`src/rtl/mem_arbiter.sv`:
```
// Shared single-port SRAM arbiter between instruction fetch and data access.
// Optional macro ARB_ROUND_ROBIN_EN alternates priority on simultaneous requests.
module mem_arbiter #(
    parameter int WAIT_CYCLES = 2
) (
    input  logic        clk,
    input  logic        rst,
    input  logic        if_req,
    input  logic [31:0] if_addr,
    output logic [31:0] if_rdata,
    output logic        if_ready,
    input  logic        mem_read,
    input  logic        mem_write,
    input  logic [31:0] mem_addr,
    input  logic [31:0] mem_wdata,
    output logic [31:0] mem_rdata,
    output logic        mem_ready,
    output logic [29:0] sram_addr,
    output logic [31:0] sram_wdata,
    input  logic [31:0] sram_rdata,
    output logic        sram_we_n,
    output logic        sram_oe_n,
    output logic        busy
);

    typedef enum logic [1:0] {
        IDLE = 2'd0,
        BUSY = 2'd1,
        RESP = 2'd2
    } state_t;

    localparam logic [3:0] CNT_LOAD = 4'(WAIT_CYCLES - 1);

    state_t      r_state;
    state_t      w_next;
    logic [3:0]  r_cnt;
    logic [29:0] r_addr;
    logic [31:0] r_wdata;
    logic        r_we;
    logic        r_gnt_data;
    logic [31:0] r_if_rdata;
    logic [31:0] r_mem_rdata;
    logic        w_data_req;
    logic        w_grant;
    logic        w_gnt_data;
    logic        w_pick_data;
    logic        w_in_busy;
    logic        w_unused;

    // Byte offset bits never reach the word-addressed SRAM.
    assign w_unused = ^{if_addr[1:0], mem_addr[1:0]};

`ifdef ARB_ROUND_ROBIN_EN
    logic r_last_data;

    always_ff @(posedge clk) begin
        if (!rst) begin
            r_last_data <= 1'b1;
        end else if (w_grant) begin
            r_last_data <= w_gnt_data;
        end
    end

    assign w_pick_data = !r_last_data;
`else
    assign w_pick_data = 1'b1;
`endif

    assign w_data_req = mem_read | mem_write;

    always_comb begin
        w_next     = r_state;
        w_grant    = 1'b0;
        w_gnt_data = 1'b0;
        unique case (r_state)
            IDLE: begin
                w_grant    = w_data_req | if_req;
                w_gnt_data = (w_data_req & if_req) ? w_pick_data : w_data_req;
                if (w_grant) begin
                    w_next = BUSY;
                end
            end
            BUSY: begin
                if (r_cnt == 4'd0) begin
                    w_next = RESP;
                end
            end
            RESP: begin
                w_next = IDLE;
            end
            default: begin
                w_next = IDLE;
            end
        endcase
    end

    always_ff @(posedge clk) begin
        if (!rst) begin
            r_state     <= IDLE;
            r_cnt       <= 4'd0;
            r_addr      <= '0;
            r_wdata     <= '0;
            r_we        <= 1'b0;
            r_gnt_data  <= 1'b0;
            r_if_rdata  <= '0;
            r_mem_rdata <= '0;
        end else begin
            r_state <= w_next;
            if (w_grant) begin
                r_cnt      <= CNT_LOAD;
                r_gnt_data <= w_gnt_data;
                r_addr     <= w_gnt_data ? mem_addr[31:2] : if_addr[31:2];
                r_wdata    <= w_gnt_data ? mem_wdata : 32'd0;
                r_we       <= w_gnt_data & mem_write;
            end else if (r_state == BUSY) begin
                if (r_cnt != 4'd0) begin
                    r_cnt <= r_cnt - 4'd1;
                end else if (!r_we) begin
                    if (r_gnt_data) begin
                        r_mem_rdata <= sram_rdata;
                    end else begin
                        r_if_rdata <= sram_rdata;
                    end
                end
            end
        end
    end

    assign w_in_busy  = (r_state == BUSY);
    assign sram_addr  = w_in_busy ? r_addr : 30'd0;
    assign sram_wdata = w_in_busy ? r_wdata : 32'd0;
    assign sram_we_n  = !(w_in_busy & r_we);
    assign sram_oe_n  = !(w_in_busy & !r_we);
    assign busy       = (r_state != IDLE);
    assign if_ready   = (r_state == RESP) & !r_gnt_data;
    assign mem_ready  = (r_state == RESP) & r_gnt_data;
    assign if_rdata   = r_if_rdata;
    assign mem_rdata  = r_mem_rdata;

endmodule

```
`config.mk`:
```
export PLATFORM = sky130hd
export DESIGN_NAME = mem_arbiter
export DESIGN_NICKNAME = d
export VERILOG_FILES = /design/src/rtl/mem_arbiter.sv
export SDC_FILE = /design/constraint.sdc
export NUM_CORES = 1
export LEC_CHECK = 0
export BUFFER_PORTS_ARGS = -buffer_cell sky130_fd_sc_hd__buf_2
export CAP_MARGIN = 30
export CORE_MARGIN = 2
export CORE_UTILIZATION = 47
export CTS_BUF_LIST = sky130_fd_sc_hd__clkbuf_4
export CTS_CLUSTER_SIZE = 24
export DETAILED_ROUTE_END_ITERATION = 10
export PLACE_DENSITY = 0.82
export SYNTH_ARGS = -nofsm -noshare
export SYNTH_HDL_FRONTEND = slang
export SYNTH_SLANG_ARGS = --single-unit
```
`constraint.sdc`:
```
create_clock -name clk -period 2.2 [get_ports clk]
set_input_delay 0.11 -clock clk [delete_from_list [all_inputs] [get_ports clk]]
set_output_delay 0.11 -clock clk [all_outputs]
set_load 0.01 [all_outputs]
```
* After elaboration in Yosys (flattened, before gate mapping)
Cells that the tools add are included.
** Operators by class
- Add/subtract/negate cells :: 1
- Equality and inequality tests :: 4
- Bitwise operators :: 13
- Reduce and logical (&&, ||, !) cells :: 16
- Mux-type cells :: 13
** Operator list (count)
- 2-to-1 mux 32 bit :: 2
- 2-to-1 mux 30 bit :: 2
- AND reduction 5 bit :: 2
- bitwise AND 1 bit :: 6
- 2-to-1 mux 1 bit :: 6
- AND reduction 2 bit :: 3
- nonzero test 2 bit :: 3
- inverter 1 bit :: 5
- zero test 1 bit :: 4
- zero test 4 bit :: 1
- 2-to-1 mux 2 bit :: 2
- one-hot mux 2 bit (2 select lines) :: 1
- nonzero test 4 bit :: 1
- subtractor 4 x 1 -> 4 bit (second input constant) :: 1
- equality test 2 x 1 -> 1 bit (second input constant) :: 1
- equality test 2 bit (second input constant) :: 1
- zero test 2 bit :: 1
- inequality test 2 x 1 -> 1 bit (second input constant) :: 1
- inequality test 2 bit (second input constant) :: 1
- bitwise OR 1 bit :: 2
- OR reduction 2 bit :: 1
** Word-level totals
- Input bits :: 133
- Output and inout port bits :: 131
- Flip-flop bits (word level) :: 134
- Word-level logic and storage cells :: 56

* Depth between registers and ports, before layout
- Word-level depth :: 5
- Gate-level depth with buffers :: 6
- Depth with buffers taken out :: 5

* Worst setup path before layout
Ideal clock, no wire load.
- Path kind :: register to register
- Start :: reg r_cnt[0]
- End :: reg r_if_rdata[10], in the netlist if_rdata[10]
- Data required time :: 2074 ps
- Path slack :: 583 ps
- Clock period less this slack :: 1617 ps
- Setup time :: 126 ps
- Path buffers :: 1
- Arrival time :: 1491 ps
- Stages on the path, launching flop included :: 7
- Cell sequence :: dfxtp_1 inv_1 ha_1 nor3b_2 nand3_1 buf_2 mux2i_1
** On the way
- Cells in the longest elaborated chain, start to end :: 3
** RTL lines
- from (decl) :: line 36 : logic [3:0] r_cnt;
- from (signal assigned) :: line 117 : r_cnt <= r_cnt - 4'd1;
- nonzero test 4 bit :: line 116 : if (r_cnt != 4'd0) begin
- inverter 1 bit (no source line)
- AND reduction 5 bit (no source line)
- to (signal assigned) :: line 122 : r_if_rdata <= sram_rdata;
- to (decl) :: line 41 : logic [31:0] r_if_rdata;
Every way passes these cells.
A chain may end at the register's enable or synchronous reset.

* Final worst setup path
- Start :: reg r_state[0]
- End :: out sram_addr[17]
** On the way
- Cells in the longest elaborated chain, start to end :: 2
** RTL lines
- from (decl) :: line 34 : state_t r_state;
- from (signal assigned) :: line 108 : r_state <= w_next;
- equality test 2 x 1 -> 1 bit :: line 129 : assign w_in_busy = (r_state == BUSY);
- 2-to-1 mux 30 bit :: line 130 : assign sram_addr = w_in_busy ? r_addr : 30'd0;
- to (decl) :: line 18 : output logic [29:0] sram_addr,
Every way passes these cells.

==> results.py <==
metrics = {
    "global_routing": {
        "grt_pass1_vias": 5934,
        "grt_max_degree": 101,
        "track_usage_pct": 30.0,
        "grt_overflow": 0,
        "grt_pass1_wl_microns": 29900,
        "antenna_found_initial": 0,
    },
    "routing": {
        "routed_wl_microns": 19200,
        "drtAntennaViolNets": 0,
        "first_iter_violations": 457,
        "drtPass1Iterations": 5,
        "wl_per_cell_microns": 18.1,
        "avgViaCountPerCell": 5.39,
        "route.vias.total": 5702,
        "drc": 0,
    },
    "synth": {
        "synth_top_cells_by_count": "134 x dfxtp_1, 97 x nand2_1, 64 x mux2i_1",
        "ys.warnings.count": 0,
        "synth_flop_cell": "dfxtp_1",
        "syn_nets": 670,
        "synth.most_common_cell": "dfxtp_1",
        "syn_area_sq_um": 5350,
        "synth_seq_cells": 134,
        "syn_avg_cell_area_sq_um": 9.99,
        "syn_inst": 536,
        "synth_top_area_share_pct": 50.1,
        "synth.distinct_cells": 34,
        "synth_seq_area_share_pct": 50.1,
        "synthTopCellsByArea": "dfxtp_1 50%, mux2i_1 12%, and2_1 7.4%",
        "synth.largest_area_cell": "dfxtp_1",
        "postSynth.asyncResetShare_pct": 0,
        "synth_edf_count": 0,
    },
    "timing": {
        "maxSlewViolCount": 0,
        "setup_viol": 0,
        "finClkSkew_ps": 17.8,
        "grt_setup_unrepaired": "no",
        "finalSetupTns_ps": 0,
        "fmax_mhz": 486,
        "period_minus_slack_ps": 2060,
        "hold_viol_final": 0,
        "tightest_slew_ps": 990,
        "period_share_pct": 93.6,
        "slew_headroom_pct": 34.0,
    },
    "power": {
        "total_power_mw": 5.88,
        "powerDensity_nw_per_um2": 708,
        "peakVddDrop_mv": 0.488,
        "leakage_nw": 4.45,
    },
    "clocking": {
        "cts_tree": "yes",
        "numCtsBuffers": 17,
        "cts-root-buf": "clkbuf_4",
        "clkTransAtPathRegs_ps": 110,
        "ctsLongestPathBuffers": 2,
        "htreeDepth": 4,
        "clock-sinks": 134,
        "clk_latency_ps": 540,
    },
    "cells_and_area": {
        "final_area_sq_um": 8310,
        "diodes": 0,
        "nets": 1038,
        "drive_above_1_share_pct": 33.5,
        "syn_to_final_growth_pct": 55.1,
    },
    "worst_hold_path": {
        "hold_path_class": "in -> reg",
        "hold_depth": 4,
    },
    "worst_setup_path": {
        "reg2reg_slack_ps": 180,
        "arrival_ps": 1950,
        "critPathRequiredTime_ps": 2090,
        "ff2ff_path_depth": 4,
        "cp_max_fo": 72,
        "end_kind": "primary output",
        "startpoint_type": "flip-flop",
        "crit_type": "reg -> out",
    },
    "die": {
        "die_area_sq_um": 12300,
        "die_w_microns": 111,
        "rows": 38,
        "io-pin-count": 264,
        "start_util_pct": 48.7,
        "die_y_microns": 111,
        "core_sq_um": 11000,
    },
    "placement": {
        "numPortBuffers": 259,
        "gp_congestion": 0.832,
        "dp_hpwl_microns": 10400,
        "postPlaceCellArea_sq_um": 6740,
    },
    "run_status": {
        "status": "complete, no violations",
    },
    "flow_run": {
        "cap_viol_max_count": 0,
    },
}
==> where the power goes <==
group	total, mW	switching [mW]	internal (mW)	leakage, nW
Combinational	1.28	0.637	0.643	3.20
Clock	1.82	0.933	0.887	0.156
Sequential	2.78	0.137	2.64	1.10
Total	5.88	1.71	4.17	4.45
==> registers in the layout, indices dropped and copies added, names as in the netlist <==
register / cells
r_state: 2
if_rdata: 32
r_addr: 30
r_wdata: 32
r_we: 1
r_gnt_data: 1
mem_rdata: 32
r_cnt: 4
==> worst max-delay path: stages (launching register included) <==
cell	delay (ps)
dfxtp_1	350
buf_4	150
nor2b_4	180
buf_8	320
and2_1	230
buf_2	170
==> path summary, 6_finish.rpt <==
check	start	end
max	r_state[0]$_SDFFE_PN0P_	sram_addr[17]
min	if_req	r_state[0]$_SDFFE_PN0P_
max reg2reg	r_state[1]$_SDFFE_PN0P_	r_wdata[30]$_SDFFE_PN0P_
min reg2reg	mem_rdata[28]$_SDFFE_PN0P_	mem_rdata[28]$_SDFFE_PN0P_
==> stage by stage <==
| step | setup slack, ps | util [%] | std cells | hold slack [ps] |
|---|---|---|---|---|
| floorplan | 583 | - | 536 | 243 |
| global placement | 273 | 61.1 | 899 | 326 |
| global route | 35.2 | 75.6 | 1057 | 74.2 |
| finish | 141 | 75.6 | 1057 | 36.1 |
| CTS | 35.8 | 75.7 | 1058 | 0.0626 |
| detailed placement | 234 | 61.4 | 901 | 331 |
==> final cells by class <==
class                   instances  area [sq um]
flip-flops and latches        134          2680
repair buffers                395          2680
fillers                       656          2680
multi-input cells             352          2440
clock inverters                15           184
well taps                     140           175
clock buffers                  17           128
inverters                       4          15.0
==> cell usage in the layout, fill, tap and decap left out, types with 2 or more instances in the layout <==
master / Yosys / final
inv_1: 4 / 4
bufinv_16: 0 / 4
dlygate4sd3_1: 0 / 125
buf_2: 13 / 259
nor3b_2: 2 / 2
nand2_1: 97 / 97
a21oi_1: 3 / 3
nor2_1: 2 / 2
buf_8: 0 / 3
a221o_1: 30 / 30
nor3_1: 3 / 3
and2_1: 63 / 63
clkbuf_4: 0 / 17
o21ai_0: 2 / 2
inv_6: 0 / 2
buf_12: 0 / 2
clkinv_1: 0 / 5
a311oi_1: 3 / 3
and3_1: 32 / 32
mux2i_1: 64 / 64
buf_4: 0 / 6
a22o_1: 33 / 33
clkinvlp_4: 0 / 3
dfxtp_1: 134 / 134
==> per-layer routing <==
metal | part of all wire [%] | track usage (%)
met5 | 0 | 0
met4 | 4.8 | 16.2
met3 | 8.9 | 9.90
met2 | 49 | 51.7
met1 | 37 | 32.7
==> cells by family after synthesis <==
logic type                 after synthesis  share of synthesized area [%]
AOI/OAI and AO/OA                       76                           12.7
adders and majority gates                1                          0.234
buffers and inverters                   50                           4.51
DFF                                    134                           50.1
muxes                                   64                           12.0
and+or+nand+nor                        211                           20.5
==> repair_timing <==
action	CTS	global route
setup endpoints to repair	30	30
endpoints found under the hold margin	127	0
gates cloned	0	0
gates resized for setup	2	1
pin swaps	0	0
buffers inserted	0	0
hold buffers	125	0
(Power assumes the default switching activity.)
